### src/rtl/acc_bank_pkg.sv
// acc_bank_pkg: opcodes and shared helpers for the accumulator bank
package acc_bank_pkg;
  typedef enum logic [2:0] {
    OP_NOP  = 3'b000,
    OP_LOAD = 3'b001,
    OP_ADD  = 3'b010,
    OP_SUB  = 3'b011,
    OP_CLR  = 3'b100
  } op_e;
  function automatic logic op_writes(input logic [2:0] op);
    return op == OP_LOAD || op == OP_ADD || op == OP_SUB || op == OP_CLR;
  endfunction
endpackage

### src/rtl/acc_alu.sv
// acc_alu: result, carry/borrow, signed overflow and optional saturation for one op
module acc_alu
  import acc_bank_pkg::*;
#(
  parameter int WIDTH = 10,
  parameter bit SAT   = 1'b0
) (
  input  logic [WIDTH-1:0] a,
  input  logic [WIDTH-1:0] b,
  input  logic [2:0]       op,
  output logic [WIDTH-1:0] res,
  output logic             c,
  output logic             v,
  output logic             z
);
  logic [WIDTH:0]   sum;
  logic [WIDTH:0]   dif;
  logic             add_v;
  logic             sub_v;
  logic [WIDTH-1:0] raw;
  logic [WIDTH-1:0] lim;
  assign sum   = {1'b0, a} + {1'b0, b};
  assign dif   = {1'b0, a} - {1'b0, b};
  assign add_v = (a[WIDTH-1] == b[WIDTH-1]) && (sum[WIDTH-1] != a[WIDTH-1]);
  assign sub_v = (a[WIDTH-1] != b[WIDTH-1]) && (dif[WIDTH-1] != a[WIDTH-1]);
  // an overflow always pushes past the bound on the side of a's sign
  assign lim   = a[WIDTH-1] ? {1'b1, {(WIDTH-1){1'b0}}} : {1'b0, {(WIDTH-1){1'b1}}};
  always_comb begin
    raw = op == OP_ADD ? sum[WIDTH-1:0] : op == OP_SUB ? dif[WIDTH-1:0] : op == OP_LOAD ? b : '0;
    c   = op == OP_ADD ? sum[WIDTH] : op == OP_SUB ? dif[WIDTH] : 1'b0;
    v   = op == OP_ADD ? add_v : op == OP_SUB ? sub_v : 1'b0;
    res = (SAT && v) ? lim : raw;
    z   = res == '0;
  end
endmodule

### src/rtl/acc_bank.sv
// acc_bank: bank of NUM_ACC accumulators with flags and a one-cycle registered readout
module acc_bank
  import acc_bank_pkg::*;
#(
  parameter int WIDTH   = 10,
  parameter int NUM_ACC = 4,
  parameter bit SAT     = 1'b0,
  localparam int SEL_W  = $clog2(NUM_ACC)
) (
  input  logic             clk,
  input  logic             rst,
  input  logic             op_valid,
  input  logic [2:0]       op,
  input  logic [SEL_W-1:0] sel,
  input  logic [WIDTH-1:0] din,
  input  logic             rd_en,
  input  logic [SEL_W-1:0] rd_sel,
  input  logic             clear_out,
  output logic [WIDTH-1:0] dout,
  output logic             dout_valid,
  output logic             flag_z,
  output logic             flag_c,
  output logic             flag_v
);
  logic [WIDTH-1:0] acc [NUM_ACC];
  logic [WIDTH-1:0] res;
  logic             c;
  logic             v;
  logic             z;
  acc_alu #(.WIDTH(WIDTH), .SAT(SAT)) u_alu (
    .a  (acc[sel]),
    .b  (din),
    .op (op),
    .res(res),
    .c  (c),
    .v  (v),
    .z  (z)
  );
  // readout samples acc before this edge's write, giving read-before-write
  always_ff @(posedge clk) begin
    if (rst) begin
      for (int i = 0; i < NUM_ACC; i++) acc[i] <= '0;
      dout       <= '0;
      dout_valid <= 1'b0;
      flag_z     <= 1'b0;
      flag_c     <= 1'b0;
      flag_v     <= 1'b0;
    end else begin
      if (op_valid && op_writes(op)) begin
        acc[sel] <= res;
        flag_z   <= z;
        flag_c   <= c;
        flag_v   <= v;
      end
      dout       <= clear_out ? '0 : rd_en ? acc[rd_sel] : dout;
      dout_valid <= rd_en && !clear_out;
    end
  end
endmodule
### config.mk
export PLATFORM = sky130hd
export DESIGN_NAME = acc_bank
export DESIGN_NICKNAME = d
export VERILOG_FILES = /design/src/rtl/acc_bank_pkg.sv /design/src/rtl/acc_alu.sv /design/src/rtl/acc_bank.sv
export SDC_FILE = /design/constraint.sdc
export NUM_CORES = 1
export LEC_CHECK = 0
export ABC_CLOCK_PERIOD_IN_PS = 3790
export BUFFER_PORTS_ARGS = -buffer_cell sky130_fd_sc_hd__clkbuf_2
export CAP_MARGIN = 10
export CORE_ASPECT_RATIO = 0.7
export CORE_MARGIN = 1
export CORE_UTILIZATION = 60
export DETAILED_ROUTE_END_ITERATION = 10
export MAX_ROUTING_LAYER = met4
export PLACE_DENSITY = 0.89
export SYNTH_ARGS = -nofsm -noshare
export SYNTH_HDL_FRONTEND = slang
export SYNTH_SLANG_ARGS = --single-unit
### constraint.sdc
create_clock -name clk -period 3.79 [get_ports clk]
set_input_delay 0.1895 -clock clk [delete_from_list [all_inputs] [get_ports clk]]
set_output_delay 0.1895 -clock clk [all_outputs]
set_load 0.03 [all_outputs]
# Word level (Yosys, flattened, before mapping)
# Memories as Yosys holds them, arrays and structs flattened. A register that Yosys moved wholly into a read port is not among the register bits.
# Cells that the tools add are included.
# word_totals
register_bits,4
ram_bits,40
out_inout_bits,14
memories,1
# classes
add_sub_neg,2
n_eq_ne,8
n_mux,15
n_reduce_logical,11
# mem_list
memory,depth,width,rd,rd_clocked_by_memory_dff,wr,line_no,source
acc,4,10,2,1,4,acc_bank.sv:25,logic [WIDTH-1:0] acc [NUM_ACC];
# ops
cell,n
$mux W10,4
$add A10 B10 Y11,1
$sub A10 B10 Y11,1
$logic_not A10 Y1,1
$mux W1,10
$reduce_or A10 Y1,1
$eq A3 B2 Y1 const B,2
$logic_and A1 B1 Y1,4
$eq A3 B1 Y1 const B,1
$eq A3 B3 Y1 const B,1
$logic_or A1 B1 Y1,3
$ne A1 B1 Y1,3
$mux W2,1
$reduce_or A2 Y1,1
$eq A1 B1 Y1,1
$logic_not A1 Y1,1

# Depth between registers and ports, before layout
# Gate-level depths: netlist (run 1).
# logic_depth
depth_word,10
mapped_depth,13
mapped_depth_nobuf,12

# Modules after synthesis
# A second synthesis (run 1) with hierarchy kept.
# hier_totals
hier_cells,387
area_unflattened_um2,3958.8
# modules_own_cells
mod,instances,cells_per_inst,area_per_inst_um2
acc_bank,1,183,2533.7
acc_alu,1,204,1425.1

# Least setup slack after synthesis (run 1)
# OpenSTA, ideal clock, no wires.
# synth_path
path_type,input port to flip-flop
start,input port sel[0]
end,memory acc[2][9] (data pin)
setup_time_ps,265
arrival_ps,2859
setup_slack_ps,666
cell_stages,12
n_path_buf,3
cell_sequence,clkbuf_1 -> buf_2 -> mux4_2 -> ha_1 -> buf_4 -> o21a_1 -> o21ai_1 -> a211oi_1 -> or3_1 -> o311ai_2 -> or2_1 -> nor2_1
# synth_rtl
element,line_no,source
"start, declared",acc_bank.sv:14,"input logic [SEL_W-1:0] sel,"
"end, declared",acc_bank.sv:25,

==> results.sh, run 1 <==
export IMPL_ctsRootBufferMaster="clkbuf_8"
export IMPL_fillers=447
export IMPL_setup_total_negative_slack_ns=0
export IMPL_synth_edf_count=40
export IMPL_mostFrequentLayoutCells="nor2_1 (64), edfxtp_1 (40), clkbuf_2 (35)"
export IMPL_die_height_um=68.8
export IMPL_track_usage_pct=30.2
export IMPL_synth_async_reset_ratio_pct=0
export IMPL_critPathMaxFanout=4
export IMPL_grt_overflow_total=0
export IMPL_worst_r2r_setup_slack_ns=0.52
export IMPL_synth_compound_area_share_pct=13.8
export IMPL_grt_antenna_before_repair=0
export IMPL_seq_area_frac_synth_pct=38.7
export IMPL_insertion_delay_ns=0.32
export IMPL_synth_xor_area_share_pct=2.29
export IMPL_io_buffers=35
export IMPL_rsz0062_at_grt="false"
export IMPL_h_tree_depth=2
export IMPL_cp_end_kind="register"
export IMPL_tritoncts_num_sinks=54
export IMPL_fin_crit_sh_pct=86.2
export IMPL_placement_rows=23
export IMPL_criticalPathCategory="register to register"
export IMPL_grt_first_pass_wirelength_um=14600
export IMPL_synth_fp_nets=406
export IMPL_syn_area_mm2=0.00382
export IMPL_timing_final_max_slew_violations=0
export IMPL_postCtsSetupRepairBufs=0
export IMPL_maxClockFrequency_mhz=306
export IMPL_antenna_cells=0
export IMPL_post_cts_resized_instances=0
export IMPL_hold_buffers=0
export IMPL_viasPerCell=6.58
export IMPL_setup_violations_final=0
export IMPL_avgSynthCellArea_um2=10.7
export IMPL_power_per_cell_area_mw_per_mm2=344
export IMPL_yosysUniqueCellTypes=63
export IMPL_synth_area_mux_share_pct=15.2
export IMPL_dp_final_hpwl_um=7190
export IMPL_route_detailed_drc=0
export IMPL_pin_count_of_the_biggest_net_entering_global_routing=17
export IMPL_drt_iter0_drc=345
export IMPL_min_delay_path_class="input pin to register"
export IMPL_postLayoutCoreUtil_pct=69.0
export IMPL_clk_pin_slew_ns=0.10
export IMPL_drv_cap=0
export IMPL_core_region_area_mm2=0.00593
export IMPL_drt_wirelength_per_cell_um=20.7
export IMPL_initial_core_util_pct=64.5
export IMPL_area_growth_syn_to_layout_pct=6.97
export IMPL_yosys_area_share_simple_pct=16.4
export IMPL_dominantRegCellSynth="edfxtp_1"
export IMPL_most_common_cell_after_layout_fill_and_taps_aside="nor2_1"
export IMPL_layout_nets=431
export IMPL_timing_hold_violations_final=0
export IMPL_dr_total_vias=3021
export IMPL_cp_required_ns=3.86
export IMPL_totalWireLength_um=9520
export IMPL_cts_tree="built"
export IMPL_worst_ep_arrival_time_ns=3.34
export IMPL_power_ir_vdd_worst_mv=0.273
export IMPL_routabilityCongestion=0.967
export IMPL_synth_adder_area_share_pct=8.90
export IMPL_io_pins=36
export IMPL_skew_ns=0.00626
export IMPL_synth_cells=358
export IMPL_final_layout_size_suffix_gt1_share_pct=20.6
export IMPL_die_width_um=97.4
export IMPL_timing_worst_slew_pin_value_ns=0.598
export IMPL_clockBufferDepth=2
export IMPL_slew_limit_headroom_pct=60.1
export IMPL_total_leakage_power_uw=0.00162
export IMPL_yosysWarningCount=0
export IMPL_antenna_violating_nets_post_route=0
export IMPL_layout_min_cycle_time_ns=3.27
export IMPL_overall_die_area_mm2=0.00670
export IMPL_tritoncts_num_buffers=5
export IMPL_status="complete, no violations"
export IMPL_setup_worst_path_start_class="register"
export IMPL_grt_pass1_vias=2802
export IMPL_synth_top_family_by_area="simple AND/OR/NAND/NOR gates"
export IMPL_worst_r2r_path_depth=12
export IMPL_iteration_count_of_the_initial_detailed_routing_pass=4
export IMPL_hold_path_cell_count=2
export IMPL_ys_ff_latch=54
==> kinds of logic after synthesis <==
kind of cell / count (synthesis)
AOI/OAI and AO/OA: 68
xor gates and xnor gates: 10
and+or+nand+nor: 128
buffers and inverters: 39
adders and majority gates: 26
DFF: 54
muxes: 33
==> synth_stat cells (all sizes together) (4+ instances only) <==
cell    number  area share, %
mux2i       13            3.4
mux4        20             12
buf         12            1.8
edfxtp      40             31
nor2        64            6.3
a21oi       10            1.4
ha          24            7.9
xnor2        4           0.92
nor3        13            1.7
nand3b       4           0.79
nand2       12            1.2
xor2         6            1.4
o21ai       15            2.1
nor2b        9            1.5
a211oi       7            1.8
a31oi        5           0.82
dfxtp       14            7.3
nand2b      10            1.6
clkbuf       6           0.59
inv         20            2.0
==> worst max-delay path: stages, from the launching register on <==
cell and delay, ns:
edfxtp_1 0.41, mux4_2 0.52, inv_1 0.12, ha_1 0.18, inv_1 0.05, fa_1 0.41
a211oi_2 0.36, o21ai_1 0.12, a31oi_1 0.26, xnor2_1 0.09, mux2i_1 0.18, o32a_1 0.25
nor2_1 0.06
==> power by group <==
part | total (µW) | internal (µW) | switching [µW] | leakage [µW]
registers | 674 | 661 | 13.4 | 0.000529
logic | 405 | 159 | 246 | 0.00104
clock network | 330 | 131 | 199 | 0.0000452
total | 1410 | 951 | 458 | 0.00162
==> path summary, 6_finish.rpt <==
| path | start | end |
|---|---|---|
| max | acc[3][0] | acc[1][8] |
| min | rst | flag_v |
| max reg2reg | acc[3][0] | acc[1][8] |
| min reg2reg | dout[7] | dout[7] |
==> per-stage QoR <==
step | cells | area [µm²] | hold WS [ns] | setup WS [ns] | power (µW)
global route | 459 | 4090 | 0.194 | 0.227 | 1460
floorplan | 358 | 3820 | 0.341 | 0.666 | 989
detailed placement | 451 | 4000 | 0.479 | 0.359 | 1080
global placement | 451 | 4000 | 0.474 | 0.419 | 1070
finish | 459 | 4090 | 0.165 | 0.522 | 1410
CTS | 459 | 4090 | 0.164 | 0.561 | 1400
==> layer usage <==
metal | track usage [%] | vias up | share of wire (%)
li1 | - | 1379 | -
met3 | 7.76 | 16 | 8.3
met2 | 45.9 | 152 | 45
met4 | 8.09 | 0 | 1.8
met5 | - | - | 0
met1 | 40.8 | 1474 | 45
==> registers in the layout (all words and copies together), names as in the netlist <==
| name | cells |
|---|---|
| flag_z | 1 |
| flag_v | 1 |
| dout_valid | 1 |
| dout | 10 |
| flag_c | 1 |
| acc | 40 |
==> layout make-up <==
cell class,count,area [µm²],area share (%)
clock buffer,6,72.6,1.77
clock inverter,2,13.8,0.336
inverter,20,75.1,1.84
multi-input combinational,265,2160,52.9
sequential,54,1480,36.2
tap,75,93.8,2.29
timing repair buffer,37,190,4.65
(Power assumes the default switching activity.)
==> run 2: changes to the inputs <==
--- a/config.mk
+++ b/config.mk
@@ -13,7 +13,7 @@
 export CORE_UTILIZATION = 60
 export DETAILED_ROUTE_END_ITERATION = 10
 export MAX_ROUTING_LAYER = met4
-export PLACE_DENSITY = 0.89
+export PLACE_DENSITY_LB_ADDON = 0.25
 export SYNTH_ARGS = -nofsm -noshare
 export SYNTH_HDL_FRONTEND = slang
 export SYNTH_SLANG_ARGS = --single-unit
==> run 2 against run 1 <==
Compared with the run above: utilization rose by 0.55 points; final area grew 0.80%; non-clock buffer count is 1 higher; die area unchanged; register-to-register slack got worse by 0.03 ns; via count fell by 0.17%; global-route usage shrank 0.74 points.
==> results.sh, run 2 (synthesis results as in run 1) <==
export IMPL_grt_pass1_vias=2765
export IMPL_final_layout_size_suffix_gt1_share_pct=20.8
export IMPL_layout_cell_area_excl_fill_mm2=0.00412
export IMPL_skew_ns=0.00520
export IMPL_antenna_cells=0
export IMPL_power_sequential_fraction_pct=46.3
export IMPL_grt_antenna_before_repair=0
export IMPL_cell_internal_pwr_uw=1010
export IMPL_clockBufferDepth=2
export IMPL_min_delay_path_class="input pin to register"
export IMPL_die_width_um=97.4
export IMPL_dr_total_vias=3016
export IMPL_first_element_of_the_critical_path="acc[0][0]"
export IMPL_largest_register_ff_count=40
export IMPL_power_per_cell_area_mw_per_mm2=353
export IMPL_die_height_um=68.8
export IMPL_placement_rows=23
export IMPL_grt_overflow_total=0
export IMPL_power_switching_share_pct=30.5
export IMPL_crit_path_largest_cell_delay_ns=0.50
export IMPL_initial_core_util_pct=64.5
export IMPL_slew_limit_headroom_pct=59.1
export IMPL_io_buffers=35
export IMPL_setup_violations_final=0
export IMPL_postCtsSetupRepairBufs=0
export IMPL_layout_nets=432
export IMPL_h_tree_depth=2
export IMPL_dp_final_hpwl_um=7120
export IMPL_post_layout_nonfiller_instances=460
export IMPL_timing_hold_violations_final=0
export IMPL_largestRegisters="acc x40, dout x10"
export IMPL_power_ir_vdd_worst_mv=0.236
export IMPL_area_growth_syn_to_layout_pct=7.82
export IMPL_cts_tree="built"
export IMPL_timing_final_max_slew_violations=0
export IMPL_worst_ep_arrival_time_ns=3.53
export IMPL_track_usage_pct=29.4
export IMPL_crit_path_top_delay_cell="mux4_2"
export IMPL_power_switching_uw=444
export IMPL_drv_cap=0
export IMPL_maxClockFrequency_mhz=303
export IMPL_grt_first_pass_wirelength_um=14300
export IMPL_tritoncts_num_buffers=5
export IMPL_most_common_cell_after_layout_fill_and_taps_aside="nor2_1"
export IMPL_power_frac_clock_pct=25.7
export IMPL_critical_path_buf_inv_count=2
export IMPL_holdCritStartpoint="rst"
export IMPL_drt_wirelength_per_cell_um=20.1
export IMPL_fin_crit_sh_pct=87.1
export IMPL_tritoncts_num_sinks=54
export IMPL_status="complete, no violations"
export IMPL_ctsRootBufferMaster="clkbuf_8"
export IMPL_mostFrequentLayoutCells="nor2_1 (64), edfxtp_1 (40), clkbuf_2 (35)"
export IMPL_drt_iter0_drc=369
export IMPL_critPathMaxFanout=5
export IMPL_pin_count_of_the_biggest_net_entering_global_routing=17
export IMPL_setup_worst_path_start_class="register"
export IMPL_overall_die_area_mm2=0.00670
export IMPL_cp_required_ns=4.02
export IMPL_setup_total_negative_slack_ns=0
export IMPL_timing_worst_slew_pin_value_ns=0.613
export IMPL_comb_power_share_pct=27.9
export IMPL_iteration_count_of_the_initial_detailed_routing_pass=5
export IMPL_design_power_uw=1450
export IMPL_cp_end_kind="register"
export IMPL_total_leakage_power_uw=0.00163
export IMPL_io_pins=36
export IMPL_placed_cells=452
export IMPL_totalWireLength_um=9230
export IMPL_viasPerCell=6.56
export IMPL_insertion_delay_ns=0.31
export IMPL_path_delay_family="compound AO/OA/AOI/OAI gates"
export IMPL_final_hold_worst_slack_ns=0.215
export IMPL_hold_buffers=0
export IMPL_top_register="acc"
export IMPL_dpl_cell_area_mm2=0.00401
export IMPL_post_cts_resized_instances=0
export IMPL_cp_cell_sequence="mux4_2, inv_1, ha_1, inv_1, fa_1, a211oi_2, o21ai_0, o211ai_1, a21oi_1, a211oi_2, nand3b_1, o31ai_2"
export IMPL_criticalPathCategory="register to register"
export IMPL_core_region_area_mm2=0.00593
export IMPL_clk_pin_slew_ns=0.09
export IMPL_antenna_violating_nets_post_route=0
export IMPL_layout_min_cycle_time_ns=3.30
export IMPL_route_detailed_drc=0
export IMPL_rsz0062_at_grt="false"
export IMPL_rr_startpoint="acc[0][0]"
export IMPL_routabilityCongestion=0.917
[run 2: changes by cell type in the layout (fill, tap and decap cells not counted), sizes merged]
cell,before,now
clkinv,2,0
clkbuf,41,43
buf,2,3
[run 2: path summary, 6_finish.rpt]
check	depth (start not counted)	end	slack [ns]
worst max register to register	12	flag_z	0.49
worst min-delay path	2	flag_c	0.21
worst min register to register	2	dout[6]	0.50
worst max-delay path	12	flag_z	0.49
[run 2: layout make-up]
cell class	count	area, µm²
tap	75	93.8
sequential	54	1480
multi-input combinational	265	2160
timing repair buffer	38	198
fill	464	1810
inverter	20	75.1
clock buffer	8	111
[run 2: layer usage]
metal	global-route usage [%]	share of wire, %	vias to the layer above
li1	-	-	1378
met1	41.8	45	1466
met2	45.7	45	158
met3	5.34	9.0	14
met4	4.41	0.99	0
met5	-	0	-
[run 2: metrics by stage]
step                setup WS, ns  utilization (%)
floorplan                  0.666                -
global placement           0.406             67.7
detailed placement         0.380             67.7
CTS                        0.536             69.5
global route               0.271             69.5
finish                     0.490             69.5
[run 2: power groups by stage]
stage	registers, µW	clock network, µW	logic, µW
CTS	674	374	400
global placement	685	0	389
floorplan	693	0	296
finish	674	374	406
detailed placement	687	0	398
global route	677	400	440
==> run 3: changes to the inputs <==
--- a/config.mk
+++ b/config.mk
@@ -5,12 +5,12 @@
 export SDC_FILE = /design/constraint.sdc
 export NUM_CORES = 1
 export LEC_CHECK = 0
-export ABC_CLOCK_PERIOD_IN_PS = 3790
+export ABC_CLOCK_PERIOD_IN_PS = 4200
 export BUFFER_PORTS_ARGS = -buffer_cell sky130_fd_sc_hd__clkbuf_2
 export CAP_MARGIN = 10
 export CORE_ASPECT_RATIO = 0.7
 export CORE_MARGIN = 1
-export CORE_UTILIZATION = 60
+export CORE_UTILIZATION = 65
 export DETAILED_ROUTE_END_ITERATION = 10
 export MAX_ROUTING_LAYER = met4
 export PLACE_DENSITY_LB_ADDON = 0.25
==> constraint.sdc (replaced) <==
create_clock -name clk -period 4.2 [get_ports clk]
set_input_delay 0.21 -clock clk [delete_from_list [all_inputs] [get_ports clk]]
set_output_delay 0.21 -clock clk [all_outputs]
set_load 0.03 [all_outputs]
==> run 3 against run 2 <==
Compared with the run above: worst setup slack better by 0.35 ns; global-route usage is 3.0 points higher; sequential power is 9.8% lower; critical path depth is 1 higher; hold slack worse by 0.0061 ns; critical endpoint is now acc[1][8]; final area is 1.4% lower; die area is 7.5% lower; non-clock buffer count is 3 lower; count of clock-buffer cells in the layout is 2 lower; clock skew is 0.0014 ns higher; clock power is 27% lower; highest routed layer unchanged.
==> results.sh, run 3 (synthesis results as in run 1) <==
export IMPL_insertion_delay_ns=0.30
export IMPL_layout_cell_area_excl_fill_mm2=0.00407
export IMPL_power_switching_share_pct=31.4
export IMPL_final_layout_size_suffix_gt1_share_pct=19.9
export IMPL_top_register="acc"
export IMPL_tritoncts_num_buffers=5
export IMPL_power_per_cell_area_mw_per_mm2=306
export IMPL_setup_total_negative_slack_ns=0
export IMPL_antenna_cells=0
export IMPL_hold_buffers=0
export IMPL_power_ir_vdd_worst_mv=0.344
export IMPL_layout_min_cycle_time_ns=3.36
export IMPL_initial_core_util_pct=70.2
export IMPL_timing_final_max_slew_violations=0
export IMPL_h_tree_depth=2
export IMPL_dr_total_vias=2972
export IMPL_area_growth_syn_to_layout_pct=6.35
export IMPL_io_pins=36
export IMPL_drt_iter0_drc=411
export IMPL_die_height_um=66.2
export IMPL_cp_required_ns=4.25
export IMPL_min_delay_path_class="input pin to register"
export IMPL_routabilityCongestion=0.950
export IMPL_setup_violations_final=0
export IMPL_drt_wirelength_per_cell_um=20.0
export IMPL_largest_register_ff_count=40
export IMPL_die_width_um=93.7
export IMPL_power_sequential_fraction_pct=48.9
export IMPL_postLayoutCoreUtil_pct=74.6
export IMPL_placement_rows=22
export IMPL_pin_count_of_the_biggest_net_entering_global_routing=17
export IMPL_largestRegisters="acc x40, dout x10"
export IMPL_cp_end_kind="register"
export IMPL_grt_antenna_before_repair=0
export IMPL_hold_path_cell_count=2
export IMPL_clk_pin_slew_ns=0.09
export IMPL_overall_die_area_mm2=0.00620
export IMPL_io_buffers=35
export IMPL_rr_startpoint="acc[0][0]"
export IMPL_cell_internal_pwr_uw=853
export IMPL_clockBufferDepth=2
export IMPL_grt_first_pass_wirelength_um=14200
export IMPL_tritoncts_num_sinks=54
export IMPL_most_common_cell_after_layout_fill_and_taps_aside="nor2_1"
export IMPL_timing_worst_slew_pin_value_ns=0.671
export IMPL_power_switching_uw=390
export IMPL_ctsRootBufferMaster="clkbuf_8"
export IMPL_holdCritStartpoint="rst"
export IMPL_slew_limit_headroom_pct=55.3
export IMPL_dp_final_hpwl_um=6870
export IMPL_layout_nets=429
export IMPL_crit_path_top_delay_cell="mux4_2"
export IMPL_antenna_violating_nets_post_route=0
export IMPL_grt_pass1_vias=2653
export IMPL_skew_ns=0.00664
export IMPL_critPathMaxFanout=14
export IMPL_fin_crit_sh_pct=79.9
export IMPL_crit_path_largest_cell_delay_ns=0.60
export IMPL_iteration_count_of_the_initial_detailed_routing_pass=5
export IMPL_status="complete, no violations"
export IMPL_design_power_uw=1240
export IMPL_viasPerCell=6.55
export IMPL_rsz0062_at_grt="false"
export IMPL_final_critical_path_setup_slack_ns=0.843
export IMPL_core_region_area_mm2=0.00545
export IMPL_timing_hold_worst_endpoint="flag_v"
export IMPL_postCtsSetupRepairBufs=0
export IMPL_maxClockFrequency_mhz=298
export IMPL_post_place_ws_ns=0.595
export IMPL_rr_endpoint="acc[1][8]"
export IMPL_setup_worst_path_start_class="input pin"
export IMPL_critical_path_most_common_cell="inv_1"
export IMPL_mostFrequentLayoutCells="nor2_1 (64), edfxtp_1 (40), clkbuf_2 (35)"
export IMPL_timing_hold_violations_final=0
export IMPL_total_leakage_power_uw=0.00161
export IMPL_drv_cap=0
export IMPL_post_cts_resized_instances=0
export IMPL_totalWireLength_um=9060
export IMPL_power_frac_clock_pct=22.0
export IMPL_worst_r2r_path_depth=12
export IMPL_worst_ep_arrival_time_ns=3.40
export IMPL_criticalPathCategory="input pin to register"
export IMPL_track_usage_pct=32.5
export IMPL_grt_overflow_total=0
export IMPL_cp_cell_sequence="clkbuf_2, mux4_2, inv_1, ha_1, inv_1, fa_1, a211oi_2, o21ai_1, a31oi_1, xnor2_1, mux2i_1, o32a_1, nor2_1"
export IMPL_worst_r2r_setup_slack_ns=0.85
export IMPL_cts_tree="built"
export IMPL_dpl_cell_area_mm2=0.00399
export IMPL_route_detailed_drc=0
export IMPL_comb_power_share_pct=29.1
run 3: changes by cell type in the layout (fill, tap and decap cells not counted):
cell,delta
clkinv_2,+1
clkbuf_16,-1
buf_4,-3
clkinv_1,+1
clkbuf_8,-1
run 3: how the worst max path moves through the flow:
stage                     slack [ns]        end  startpoint  cells after the start
after floorplan                 1.06  acc[2][9]      sel[0]                     12
after CTS                       0.90  acc[1][8]      sel[0]                     13
final                           0.84  acc[1][8]      sel[0]                     13
after global placement          0.68     flag_z      sel[0]                     13
after detailed placement        0.60     flag_z      sel[0]                     11
after global routing            0.60  acc[1][8]      sel[0]                     13
run 3: power groups by stage:
stage / clock, µW / sequential, µW / combinational, µW
2_1_floorplan: 0 / 625 / 267
3_3_place_gp: 0 / 618 / 348
3_5_place_dp: 0 / 620 / 354
4_1_cts: 273 / 608 / 355
5_1_grt: 296 / 611 / 392
6_report: 273 / 608 / 362
run 3: through the flow:
step	hold slack, ns	instances
2_1_floorplan	0.362	358
3_3_place_gp	0.473	446
3_5_place_dp	0.485	446
4_1_cts	0.204	454
5_1_grt	0.212	454
6_report	0.209	454
run 3: worst max-delay path: cells and delay by family:
kind                       cells  cell delay (ns)
AOI/OAI and AO/OA              4             1.09
xor gates and xnor gates       1             0.10
adders and majority gates      2             0.58
buffers and inverters          3             0.57
and+or+nand+nor                1             0.07
muxes                          2             0.78
run 3: area by class of cell:
type / instances / area, µm²
Clock inverter: 2 / 8.76
Tap cell: 72 / 90.1
Sequential cell: 54 / 1480
Multi-Input combinational cell: 265 / 2160
Inverter: 20 / 75.1
Timing Repair Buffer: 35 / 175
Clock buffer: 6 / 72.6
Fill cell: 393 / 1380
run 3: layer usage:
metal | vias to the layer above | GRT usage, % | wire length (µm)
met4 | 0 | 5.38 | 97
met3 | 10 | 5.52 | 831
met2 | 145 | 46.3 | 4000
li1 | 1376 | - | -
met1 | 1441 | 49.6 | 4130
met5 | - | - | 0
